## src/rtl/mem_access_unit.sv

```systemverilog
`default_nettype none
// ============================================================================
//  Module   : mem_access_unit
//  Brief    : Single-outstanding load/store unit. It checks alignment, builds
//             the byte-lane strobe and data for the data bus, and formats
//             load data with sign or zero extension. A flush that arrives
//             while the bus is busy drains the transaction, which is never
//             abandoned. ADDR_W must be at least 32, because in_addr[31]
//             drives out_skip.
//  Revision : 1.0 - initial release
// ============================================================================
module mem_access_unit #(
  parameter int DATA_W = 64,
  parameter int ADDR_W = 64
) (
  input  logic              clk,
  input  logic              reset,
  input  logic              in_valid,
  input  logic              in_write,
  input  logic [ADDR_W-1:0] in_addr,
  input  logic [1:0]        in_size,
  input  logic              in_signed,
  input  logic [DATA_W-1:0] in_wdata,
  input  logic              flush,
  output logic              dreq_valid,
  output logic [ADDR_W-1:0] dreq_addr,
  output logic [1:0]        dreq_size,
  output logic [7:0]        dreq_strobe,
  output logic [DATA_W-1:0] dreq_data,
  input  logic              dresp_data_ok,
  input  logic [DATA_W-1:0] dresp_data,
  output logic              stall,
  output logic              out_valid,
  output logic [DATA_W-1:0] out_rdata,
  output logic              out_misaligned,
  output logic              out_skip
);

  localparam int c_LANE_W = $clog2(DATA_W / 8);
  localparam bit c_NARROW = (DATA_W == 32);

  typedef enum logic [1:0] {
    IDLE  = 2'd0,
    BUS   = 2'd1,
    DRAIN = 2'd2,
    DONE  = 2'd3
  } state_t;

  state_t              r_state;
  logic [ADDR_W-1:0]   r_addr;
  logic [1:0]          r_size;
  logic                r_signed;
  logic                r_write;
  logic [7:0]          r_strobe;
  logic [DATA_W-1:0]   r_data;
  logic [DATA_W-1:0]   r_rdata;
  logic                r_misaligned;
  logic                r_skip;

  logic [c_LANE_W-1:0] w_lane;
  logic [c_LANE_W-1:0] w_align_mask;
  logic                w_misaligned;
  logic [3:0]          w_bytes;
  logic [7:0]          w_byte_mask;
  logic [7:0]          w_strobe;
  logic [DATA_W-1:0]   w_wdata_sh;
  logic [c_LANE_W-1:0] w_rlane;
  logic [DATA_W-1:0]   w_rshift;
  logic [6:0]          w_nbits;
  logic [DATA_W-1:0]   w_keep;
  logic                w_sign;
  logic [DATA_W-1:0]   w_fmt;

  // Request decode: alignment check, strobe mask and store data placement
  always_comb begin
    w_lane       = in_addr[c_LANE_W-1:0];
    w_align_mask = c_LANE_W'((4'd1 << in_size) - 4'd1);
    // An 8-byte access can never fit a 32-bit bus, even at lane 0
    w_misaligned = (|(w_lane & w_align_mask)) || (c_NARROW && (in_size == 2'd3));
    w_bytes      = 4'd1 << in_size;
    w_byte_mask  = 8'((16'd1 << w_bytes) - 16'd1);
    w_strobe     = w_byte_mask << w_lane;
    w_wdata_sh   = in_wdata << {w_lane, 3'b000};
  end

  // Load formatting: right-align the addressed lanes, keep the access width, extend
  always_comb begin
    w_rlane  = r_addr[c_LANE_W-1:0];
    w_rshift = dresp_data >> {w_rlane, 3'b000};
    w_nbits  = 7'd8 << r_size;
    // A shift by the full bus width yields zero, so keep covers every bit then
    w_keep   = ~({DATA_W{1'b1}} << w_nbits);
    case (r_size)
      2'd0:    w_sign = w_rshift[7];
      2'd1:    w_sign = w_rshift[15];
      2'd2:    w_sign = w_rshift[31];
      default: w_sign = w_rshift[DATA_W-1];
    endcase
    w_fmt = (w_rshift & w_keep) | ((r_signed && w_sign) ? ~w_keep : '0);
  end

  // Control FSM together with the latched request and completion registers
  always_ff @(posedge clk or posedge reset) begin
    if (reset) begin
      r_state      <= IDLE;
      r_addr       <= '0;
      r_size       <= '0;
      r_signed     <= 1'b0;
      r_write      <= 1'b0;
      r_strobe     <= '0;
      r_data       <= '0;
      r_rdata      <= '0;
      r_misaligned <= 1'b0;
      r_skip       <= 1'b0;
    end else begin
      case (r_state)
        IDLE: begin
          if (in_valid && !flush) begin
            r_addr       <= in_addr;
            r_size       <= in_size;
            r_signed     <= in_signed;
            r_write      <= in_write;
            r_misaligned <= w_misaligned;
            r_skip       <= ~in_addr[31] & ~w_misaligned;
            r_rdata      <= '0;
            if (w_misaligned) begin
              r_strobe <= '0;
              r_data   <= '0;
              r_state  <= DONE;
            end else begin
              r_strobe <= in_write ? w_strobe : 8'h00;
              r_data   <= in_write ? w_wdata_sh : '0;
              r_state  <= BUS;
            end
          end
        end
        BUS: begin
          if (dresp_data_ok) begin
            if (flush) begin
              r_state <= IDLE;
            end else begin
              r_rdata <= r_write ? '0 : w_fmt;
              r_state <= DONE;
            end
          end else if (flush) begin
            r_state <= DRAIN;
          end
        end
        DRAIN: begin
          if (dresp_data_ok) begin
            r_state <= IDLE;
          end
        end
        DONE: begin
          r_state <= IDLE;
        end
        default: begin
          r_state <= IDLE;
        end
      endcase
    end
  end

  assign dreq_valid     = (r_state == BUS) || (r_state == DRAIN);
  assign dreq_addr      = r_addr;
  assign dreq_size      = r_size;
  assign dreq_strobe    = r_strobe;
  assign dreq_data      = r_data;
  assign stall          = ((r_state == IDLE) && in_valid && !flush) ||
                          (r_state == BUS) || (r_state == DRAIN);
  assign out_valid      = (r_state == DONE) && !flush;
  assign out_rdata      = r_rdata;
  assign out_misaligned = r_misaligned;
  assign out_skip       = r_skip;

endmodule
`default_nettype wire

```

## config.mk

```make
export PLATFORM = sky130hd
export DESIGN_NAME = mem_access_unit
export DESIGN_NICKNAME = d
export VERILOG_FILES = /design/src/rtl/mem_access_unit.sv
export SDC_FILE = /design/constraint.sdc
export NUM_CORES = 1
export LEC_CHECK = 0
export CORE_MARGIN = 2
export CORE_UTILIZATION = 30
export CTS_BUF_LIST = sky130_fd_sc_hd__clkbuf_16
export CTS_CLUSTER_SIZE = 40
export DETAILED_ROUTE_END_ITERATION = 10
export DONT_BUFFER_PORTS = 1
export GPL_ROUTABILITY_DRIVEN = 0
export PLACE_DENSITY_LB_ADDON = 0.05
export SYNTH_ARGS = -nofsm -noshare
export SYNTH_HDL_FRONTEND = slang
export SYNTH_SLANG_ARGS = --single-unit
```

## constraint.sdc

```tcl
create_clock -name clk -period 19.94 [get_ports clk]
set_clock_uncertainty 0.15 [all_clocks]
set_input_delay 3.988 -clock clk [delete_from_list [all_inputs] [get_ports clk]]
set_output_delay 3.988 -clock clk [all_outputs]
set_load 0.01 [all_outputs]
```

==> results of run 1 <==
## per-stage QoR
| step | instance area (um2) | setup slack (ns) |
|---|---|---|
| floorplan | 11600 | 10.12 |
| CTS | 12800 | 10.71 |
| global placement | 12000 | 10.70 |
| finish | 12800 | 10.79 |
| detailed placement | 12000 | 10.71 |
| global route | 12800 | 10.69 |
## cells by family after synthesis
| group | synth area share [%] |
|---|---|
| and+or+nand+nor | 14.8 |
| AOI/OAI and AO/OA | 19.3 |
| DFF | 44.8 |
| muxes | 16.2 |
| buffers and inverters | 4.48 |
| adders and majority gates | 0.431 |
## state kept, by name, summed over array words and instances, names as in the netlist
name,count
r_write,1
out_misaligned,1
out_rdata,64
dreq_addr,64
dreq_size,2
dreq_strobe,8
dreq_data,64
r_state,2
r_signed,1
out_skip,1
## layout make-up
cell class,instances,area [um2]
diodes,1,2.50
clock buffers,27,676
clock inverters,21,141
fillers,4062,25700
inverters,14,60.1
multi-input cells,885,5920
flip-flops and latches,208,5210
well taps,518,648
repair buffers,17,128
## synthesized netlist by cell type (4+ instances only)
library cell,instances
sky130_fd_sc_hd__a211oi_1,20
sky130_fd_sc_hd__a21oi_1,62
sky130_fd_sc_hd__a221o_1,14
sky130_fd_sc_hd__a221oi_1,8
sky130_fd_sc_hd__a22o_1,39
sky130_fd_sc_hd__a22oi_1,17
sky130_fd_sc_hd__a32oi_1,18
sky130_fd_sc_hd__and2_1,5
sky130_fd_sc_hd__buf_1,11
sky130_fd_sc_hd__buf_2,25
sky130_fd_sc_hd__buf_6,4
sky130_fd_sc_hd__clkbuf_1,67
sky130_fd_sc_hd__dfrtp_1,208
sky130_fd_sc_hd__ha_1,4
sky130_fd_sc_hd__inv_1,14
sky130_fd_sc_hd__mux2_2,16
sky130_fd_sc_hd__mux2i_1,87
sky130_fd_sc_hd__mux4_2,37
sky130_fd_sc_hd__nand2_1,297
sky130_fd_sc_hd__nand3b_1,7
sky130_fd_sc_hd__nor2_1,55
sky130_fd_sc_hd__nor2b_1,21
sky130_fd_sc_hd__o211ai_1,7
sky130_fd_sc_hd__o21ai_0,97
sky130_fd_sc_hd__o22ai_1,9
sky130_fd_sc_hd__o31ai_1,24
## how the worst max path moves through the flow
| stage | start | to | slack (ns) | cells past startpoint |
|---|---|---|---|---|
| 6_report | flush | stall | 10.79 | 3 |
| 5_1_grt | flush | stall | 10.69 | 3 |
| 4_1_cts | flush | stall | 10.71 | 3 |
| 3_5_place_dp | flush | stall | 10.71 | 3 |
| 3_3_place_gp | flush | stall | 10.70 | 3 |
| 2_1_floorplan | reset | dreq_addr[0] | 10.12 | 1 |
## power breakdown
group          internal [uW]  switching [uW]  leakage (uW)
clock                    268             194      0.000426
sequential               572             223       0.00276
combinational            228             383       0.00248
## layer usage
layer	wire length, um	up-vias
met2	21000	378
met4	949	2
li1	-	4246
met3	4820	42
met1	18000	4679
met5	13	-
## critical path: stages
cell	delay, ns
sky130_fd_sc_hd__and3b_2	0.20
sky130_fd_sc_hd__buf_4	0.56
sky130_fd_sc_hd__or3_1	0.26
==> run summary, run 1 <==
========================================================================================
Run status                                                                     completed
Most used flip-flop cell after synthesis                                    sky130_fd_sc_hd__dfrtp_1
Post-CTS Hold Buffers                                                                  0
Number of DRC violations after detailed-routing iteration 0                          613
Clock slew at reported path FFs                                                  0.06 ns
Post-synthesis average cell area                                                9.56 um2
Data arrival at the endpoint of the critical path                                5.01 ns
Total Power Consumption                                                          1870 uW
Number of synthesized register bits                                                  208
Area share of the largest cell type after synthesis                                44.8%
Total half-perimeter wirelength after legalization and detailed placement       31600 um
Reg2Reg Setup Slack                                                             16.28 ns
Number of standard cells after synthesis                                            1215
Number of global-route vias before repair                                           9626
Area of the placeable core                                                     38500 um2
Clk Tree Root Cell                                                          sky130_fd_sc_hd__clkbuf_16
Worst Hold Launch                                                           dreq_addr[11]
Share of the yosys chip area belonging to registers                                44.8%
Combined global-route utilization of all metal layers                              21.8%
Ports                                                                                408
Antenna violations before repair                                                       2
Wire length of the first global-routing pass                                    66600 um
Setup total negative slack                                                          0 ns
Final-report hold violation count                                                      0
Largest net degree at the start of global routing                                     91
Synth Net Count                                                                     1420
Slew @ Worst Pin                                                                 1.18 ns
RSZ-0062 raised after global routing                                               false
Number of placement rows                                                              72
Most common cell after layout, fill and taps aside                          sky130_fd_sc_hd__nand2_1
VDD IR-drop max                                                              0.0000750 V
CP endpoint kind                                                            primary output
Power per Cell Area                                                           146 nW/um2
Slew Viols, Final                                                                      0
Final worst hold slack                                                          0.392 ns
YS warnings                                                                            0
Total setup violations reported at the end of the flow                                 0
Kind of critical path                                                          in -> out
Share of the core filled with cells                                                33.2%
CTS tree                                                                           built
Number of detailed-routing iterations run before antenna repair                        5
Met1 Resource Use GR                                                               26.9%
Async SR Flop Fraction                                                              100%
Vias post-DR                                                                        9347
Main area contributors after synthesis                                      sky130_fd_sc_hd__dfrtp_1 (45%), sky130_fd_sc_hd__nand2_1 (9.6%), sky130_fd_sc_hd__mux2i_1 (7.5%), sky130_fd_sc_hd__mux4_2 (7.2%), sky130_fd_sc_hd__o21ai_0 (4.2%)
CTS resizes                                                                            0
Largest driver fanout on the critical path                                            72
Synth unique cells                                                                    55
Area of the die                                                                40300 um2
Share of cells above drive strength 1                                              10.3%
Number of enable flip-flop cells after synthesis                                       0
Met2 routing resource usage after global routing                                   35.3%
Total leakage power                                                           0.00567 uW
Startpoint types                                                               input pin
Drt wl/cell                                                                      26.5 um
TritonCTS Buffers                                                                     26
Most area-hungry cell type in the Yosys netlist                             sky130_fd_sc_hd__dfrtp_1
Final net count                                                                     1357
Synthesis-to-finish area growth                                                    10.0%
Max-Slew Margin vs Limit                                                           21.0%
Worst reg2reg endpoint                                                      dreq_data[37]
Number of post-CTS setup repair buffers                                                0
Max-capacitance violation count                                                        0
Min-delay worst type                                                          reg -> reg
Clock tree sinks                                                                     208
Final wirelength                                                                44800 um
Hold depth                                                                             2
Number of buffers on the longest clock path                                            3
Data required time at the worst endpoint                                        15.80 ns
Routing usage on met3                                                              9.04%
Syn Std Cell Area                                                              11600 um2
Fin crit period                                                                  9.15 ns
Final cell count without fillers                                                    1691
Sink of the worst hold path                                                 dreq_addr[11]
Vertical die dimension                                                            201 um
Period Utilization, post-route                                                     45.9%
DRC errors left                                                                        0
Upper clock frequency limit                                                      109 MHz
Insertion delay of the later-clocked pin in the worst-skew pair                  0.55 ns
Die X-Extent                                                                      201 um
Post-route antenna net violation count                                                 0
Effective utilization at floorplan                                                 30.2%
Cell count after placement                                                          1642
Number of input and output port buffers inserted                                       0
Grt peak-use layer                                                                  met2
Average vias per placed instance                                                    5.53
Reg-to-Reg Start                                                              r_state[1]
Maximum level of the CTS H-tree                                                        1
GR Overflow Total                                                                      0
Worst reg2reg path depth                                                               8
Commonest non-fill, non-tap cells in the layout                             sky130_fd_sc_hd__nand2_1 (296), sky130_fd_sc_hd__dfrtp_1 (205), sky130_fd_sc_hd__o21ai_0 (97)
========================================================================================
Power figures use the tool's default switching activity.
==> run 2, diff against run 1 <==
clock period = 8.1 ns   (was 19.94 ns; I/O delays follow)
==> run 2 against run 1 <==
Effect of this change: first-iteration DRC count is 9.0% higher; largest power group unchanged; sequential power is 150% higher; clock-buffer cell count did not move; critical path type unchanged.
==> run summary, run 2 (same netlist as run 1, synthesis figures left out) <==
========================================================================================
DRC errors left                                                                        0   unchanged
Startpoint types                                                               input pin
VDD IR-drop max                                                               0.000147 V   +95%
Post-route antenna net violation count                                                 0   unchanged
Min-delay worst type                                                          reg -> reg
Post-CTS Hold Buffers                                                                  0   unchanged
Max-Slew Margin vs Limit                                                           29.9%   +9.0 points
Average vias per placed instance                                                    5.52   -0.12%
Fin crit period                                                                  4.50 ns
Maximum level of the CTS H-tree                                                        1   unchanged
TritonCTS Buffers                                                                     27   +3.8%
CTS resizes                                                                            0   unchanged
Instance area after placement                                                  12000 um2   about the same
Slew @ Worst Pin                                                                 1.05 ns   -0.134 ns
Data required time at the worst endpoint                                         6.33 ns   -9.47 ns
Clk Tree Root Cell                                                          sky130_fd_sc_hd__clkbuf_16
Number of filler instances in the final layout                                      4013   -1.2%
Total setup violations reported at the end of the flow                                 0   unchanged
Effective utilization at floorplan                                                 30.2%   unchanged
Setup total negative slack                                                          0 ns   unchanged
Number of global-route vias before repair                                           9541   -0.88%
Insertion delay of the later-clocked pin in the worst-skew pair                  0.54 ns   about the same
Period Utilization, post-route                                                     55.5%
Final-report hold violation count                                                      0   unchanged
Area of the die                                                                40300 um2   unchanged
Inserted Diodes                                                                        0   -1
Number of placement rows                                                              72   unchanged
Share of cells above drive strength 1                                              10.3%   about the same
Max-capacitance violation count                                                        0   unchanged
Clock tree sinks                                                                     208   unchanged
Wire length of the first global-routing pass                                    66500 um   -0.15%
Slew Viols, Final                                                                      0   unchanged
Cell count after placement                                                          1641   -0.061%
Vias post-DR                                                                        9325   -0.24%
Total leakage power                                                           0.00568 uW   +0.15%
Antenna violations before repair                                                       1   -1
Total half-perimeter wirelength after legalization and detailed placement       31900 um   +0.73%
Final net count                                                                     1357   unchanged
Upper clock frequency limit                                                      222 MHz
Ports                                                                                408   unchanged
CP endpoint kind                                                            primary output
Number of input and output port buffers inserted                                       0   unchanged
Vertical die dimension                                                            201 um   unchanged
Die X-Extent                                                                      201 um   unchanged
Final cell count without fillers                                                    1689   -0.12%
Area of the placeable core                                                     38500 um2   unchanged
Number of DRC violations after detailed-routing iteration 0                          668   +9.0%
Final wirelength                                                                44900 um   +0.35%
Largest driver fanout on the critical path                                            71   -1.4%
Data arrival at the endpoint of the critical path                                2.73 ns   -2.28 ns
Post-route cell area                                                           12800 um2   +0.12%
Run status                                                                     completed
Number of buffers on the longest clock path                                            3   unchanged
Synthesis-to-finish area growth                                                    10.2%
GR Overflow Total                                                                      0   unchanged
Largest net degree at the start of global routing                                     91   unchanged
Kind of critical path                                                          in -> out
Clock slew at reported path FFs                                                  0.05 ns   about the same
Number of post-CTS setup repair buffers                                                0   unchanged
Power per Cell Area                                                           362 nW/um2   +150%
CTS tree                                                                           built
Combined global-route utilization of all metal layers                              21.8%   +0.060 points
RSZ-0062 raised after global routing                                               false
Drt wl/cell                                                                      26.6 um   +0.47%
Number of detailed-routing iterations run before antenna repair                        6   +1
Most common cell after layout, fill and taps aside                          sky130_fd_sc_hd__nand2_1
Commonest non-fill, non-tap cells in the layout                             sky130_fd_sc_hd__nand2_1 (296), sky130_fd_sc_hd__dfrtp_1 (205), sky130_fd_sc_hd__o21ai_0 (97)
========================================================================================
run 2: changes by cell type in the layout (fill, tap and decap cells not counted), sizes merged:
cell and change:
bufinv +1, buf -1, clkinvlp -1, diode -1
run 2: cell type report:
cell class                      instances  area (um2)  area share [%]
Clock buffer                           27         676            5.28
Timing Repair Buffer                   16         120           0.938
Sequential cell                       208        5210            40.7
Clock inverter                         21         164            1.28
Multi-Input combinational cell        885        5920            46.3
Tap cell                              518         648            5.06
Inverter                               14        60.1           0.469
run 2: power breakdown:
| group | internal [uW] | switching, uW |
|---|---|---|
| combinational | 560 | 937 |
| clock | 692 | 481 |
| sequential | 1410 | 557 |
run 2: final timing paths:
path                               startpoint             to  slack [ns]  cells past startpoint
worst min-delay path            dreq_data[59]  dreq_data[59]        0.39                      2
min in group asynchronous               reset   dreq_addr[9]        0.85                      1
worst max-delay path                    flush          stall        3.60                      3
max in group asynchronous               reset   dreq_addr[0]        5.44                      2
worst max register to register   dreq_addr[2]  out_rdata[46]        4.91                      7
worst min register to register  dreq_data[59]  dreq_data[59]        0.39                      2
run 2: metrics by stage:
stage | util, % | worst slack [ns] | hold slack (ns) | total power (uW)
finish | 33.3 | 3.60 | 0.395 | 4640
global route | 33.3 | 3.50 | 0.417 | 4950
CTS | 33.3 | 3.56 | 0.399 | 4720
detailed placement | 31.1 | 3.56 | 0.385 | 3510
global placement | 31.1 | 3.54 | 0.378 | 3500
floorplan | - | 0.649 | 0.337 | 2990
run 2: worst max-delay path, cell delays in order:
cell	delay (ns)
sky130_fd_sc_hd__and3b_2	0.22
sky130_fd_sc_hd__buf_4	0.60
sky130_fd_sc_hd__or3_1	0.26
run 2: metal layers:
metal / share of wire, % / track usage (%) / wire length [um]
met2: 47 / 36.0 / 21200
met1: 40 / 26.9 / 18000
met5: 0.029 / 0 / 13
met4: 2.2 / 5.53 / 997
met3: 10 / 8.43 / 4670
==> run 3, diff against run 2 <==
clock period = 4.4 ns   (was 8.1 ns; I/O delays follow)
==> run 3 against run 2 <==
Effect of this change: sequential cell count unchanged; total power grew 85%; register-to-register slack lost 3.7 ns; sequential share of layout area shrank 0.25 points; first-iteration DRC count shrank 8.1%; utilization up 0.21 points; via count hardly changed; worst hold slack got worse by 0.14 ns; critical path depth increased by 2; sequential power rose by 86%; clock power increased by 85%; highest routed layer unchanged.
==> run summary, run 3 (same netlist as run 1, synthesis figures left out) <==
========================================================================================
Run status                                                                     completed
Largest stage delay on the critical path                                         0.60 ns   about the same
Maximum level of the CTS H-tree                                                        1   unchanged
CTS resizes                                                                            0   unchanged
Slew @ Worst Pin                                                                 1.03 ns   -0.0155 ns
Post-route antenna net violation count                                                 0   unchanged
Cell count after placement                                                          1648   +0.43%
Min-delay worst type                                                         in -> async
Clock tree sinks                                                                     208   unchanged
Worst reg2reg path depth                                                               6   -1
Max-Slew Margin vs Limit                                                           31.1%   +1.2 points
Number of filler instances in the final layout                                      4015   +0.050%
Total half-perimeter wirelength after legalization and detailed placement       32200 um   +1.2%
Die X-Extent                                                                      201 um   unchanged
Slew Viols, Final                                                                      0   unchanged
Upper clock frequency limit                                                      281 MHz
Clk Tree Root Cell                                                          sky130_fd_sc_hd__clkbuf_16
Largest driver fanout on the critical path                                            71   unchanged
Setup total negative slack                                                          0 ns   unchanged
Startpoint types                                                                    flop
VDD IR-drop max                                                               0.000252 V   +72%
Largest net degree at the start of global routing                                     91   unchanged
Drt wl/cell                                                                      26.7 um   +0.23%
Number of detailed-routing iterations run before antenna repair                        5   -1
Critical path destination                                                          stall
Wire length of the first global-routing pass                                    67500 um   +1.6%
Crit path buf inv count                                                                2   +1
Combined global-route utilization of all metal layers                              22.1%   +0.23 points
Total leakage power                                                           0.00572 uW   +0.69%
Share of cells above drive strength 1                                              11.0%   +0.71 points
Power per Cell Area                                                           666 nW/um2   +84%
Relative contribution of the clock network to total power                          25.2%   about the same
Vertical die dimension                                                            201 um   unchanged
CP Cell Sequence                                                            inv_1, ha_1, and3b_2, buf_4, or3_1
CP Launch Point                                                               r_state[1]
Final wirelength                                                                45200 um   +0.65%
Cell family with the largest share of critical-path delay                   buffers and inverters
Post-CTS Hold Buffers                                                                  0   unchanged
TritonCTS Buffers                                                                     27   unchanged
DRC errors left                                                                        0   unchanged
Commonest non-fill, non-tap cells in the layout                             sky130_fd_sc_hd__nand2_1 (296), sky130_fd_sc_hd__dfrtp_1 (205), sky130_fd_sc_hd__o21ai_0 (97)
CP endpoint kind                                                            primary output
Vias post-DR                                                                        9316   -0.097%
Reg2Reg Setup Slack                                                              1.18 ns   -3.73 ns
Data arrival at the endpoint of the critical path                                2.52 ns   -0.21 ns
Portion of total power attributed to sequential cells                              42.6%   +0.2 points
Final worst hold slack                                                          0.255 ns   -0.140 ns
Number of buffers on the longest clock path                                            3   unchanged
Number of post-CTS setup repair buffers                                                0   unchanged
Number of input and output port buffers inserted                                       0   unchanged
Average vias per placed instance                                                    5.49   -0.51%
Critical path depth in cells                                                           5   +2
CP max stage cell                                                           sky130_fd_sc_hd__buf_4
Area of the placeable core                                                     38500 um2   unchanged
Comb power frac                                                                    32.2%   about the same
CTS tree                                                                           built
Number of placement rows                                                              72   unchanged
Switching part of the total                                                        42.7%   +0.096 points
Total setup violations reported at the end of the flow                                 0   unchanged
Reg-to-Reg Start                                                            dreq_addr[2]
Clock slew at reported path FFs                                                  0.06 ns   about the same
Data required time at the worst endpoint                                         3.37 ns   -2.96 ns
Worst reg2reg endpoint                                                      out_rdata[42]
GR Overflow Total                                                                      0   unchanged
Antenna violations before repair                                                       2   +1
Most common cell after layout, fill and taps aside                          sky130_fd_sc_hd__nand2_1
Net switching power of the design                                                3660 uW   +85%
Kind of critical path                                                         reg -> out
Number of DRC violations after detailed-routing iteration 0                          614   -8.1%
Fin crit period                                                                  3.55 ns
Synthesis-to-finish area growth                                                    10.9%
Period Utilization, post-route                                                     80.8%
Footprint of the multi-input gates                                              5920 um2   about the same
Number of global-route vias before repair                                           9657   +1.2%
Effective utilization at floorplan                                                 30.2%   unchanged
Cell internal power dissipation                                                  4920 uW   +85%
Max-capacitance violation count                                                        0   unchanged
Final cell count without fillers                                                    1696   +0.41%
RSZ-0062 raised after global routing                                               false
Final net count                                                                     1364   +0.52%
Total area of sequential cells                                                  5210 um2   unchanged
Area of the die                                                                40300 um2   unchanged
Ports                                                                                408   unchanged
Final-report hold violation count                                                      0   unchanged
Insertion delay of the later-clocked pin in the worst-skew pair                  0.56 ns   +0.02 ns
========================================================================================
[run 3: routing by layer]
layer	part of all wire, %	vias up	global-route usage (%)
met3	10	59	8.31
met4	2.9	2	7.04
met5	0.029	-	0
met1	40	4606	27.7
met2	47	389	35.2
li1	-	4260	-
[run 3: final cells by class]
class | count | share of cell area (%)
Inverter | 14 | 0.437
Multi-Input combinational cell | 885 | 46.0
Sequential cell | 208 | 40.4
Tap cell | 518 | 5.03
Clock inverter | 20 | 1.32
Timing Repair Buffer | 23 | 1.53
Antenna cell | 1 | 0.0194
Clock buffer | 27 | 5.24
[run 3: worst register-to-register path, stage by stage, from the launching register on]
cell,delay [ns]
sky130_fd_sc_hd__dfrtp_2,0.63
sky130_fd_sc_hd__mux4_2,0.60
sky130_fd_sc_hd__a2bb2oi_1,0.17
sky130_fd_sc_hd__and4_4,0.22
sky130_fd_sc_hd__nor4_4,0.77
sky130_fd_sc_hd__buf_4,0.40
sky130_fd_sc_hd__o21ai_0,0.16
[run 3: worst min-delay path by stage]
stage                        from            end  slack [ns]  cells past startpoint
floorplan                 r_write        r_write        0.34                      1
global placement    dreq_addr[10]  dreq_addr[10]        0.38                      2
detailed placement  dreq_addr[10]  dreq_addr[10]        0.38                      2
CTS                   in_addr[32]  dreq_addr[32]        0.25                      2
global route          in_addr[27]  dreq_addr[27]        0.26                      2
finish                      reset   dreq_addr[0]        0.25                      1
[run 3: metrics by stage]
step	util, %	setup WS, ns	area, um2	total power [uW]
after floorplan	-	0.670	11600	5500
after global placement	31.3	1.03	12000	6490
after detailed placement	31.3	1.03	12000	6490
after CTS	33.5	0.742	12900	8710
after global routing	33.5	0.617	12900	9160
final	33.5	0.847	12900	8580
[run 3: power groups by stage]
stage / clock network (uW) / registers, uW / logic (uW)
after global placement: 0 / 3710 / 2770
after detailed placement: 0 / 3700 / 2780
after CTS: 2240 / 3680 / 2790
after floorplan: 0 / 3280 / 2220
final: 2170 / 3660 / 2760
after global routing: 2330 / 3740 / 3090
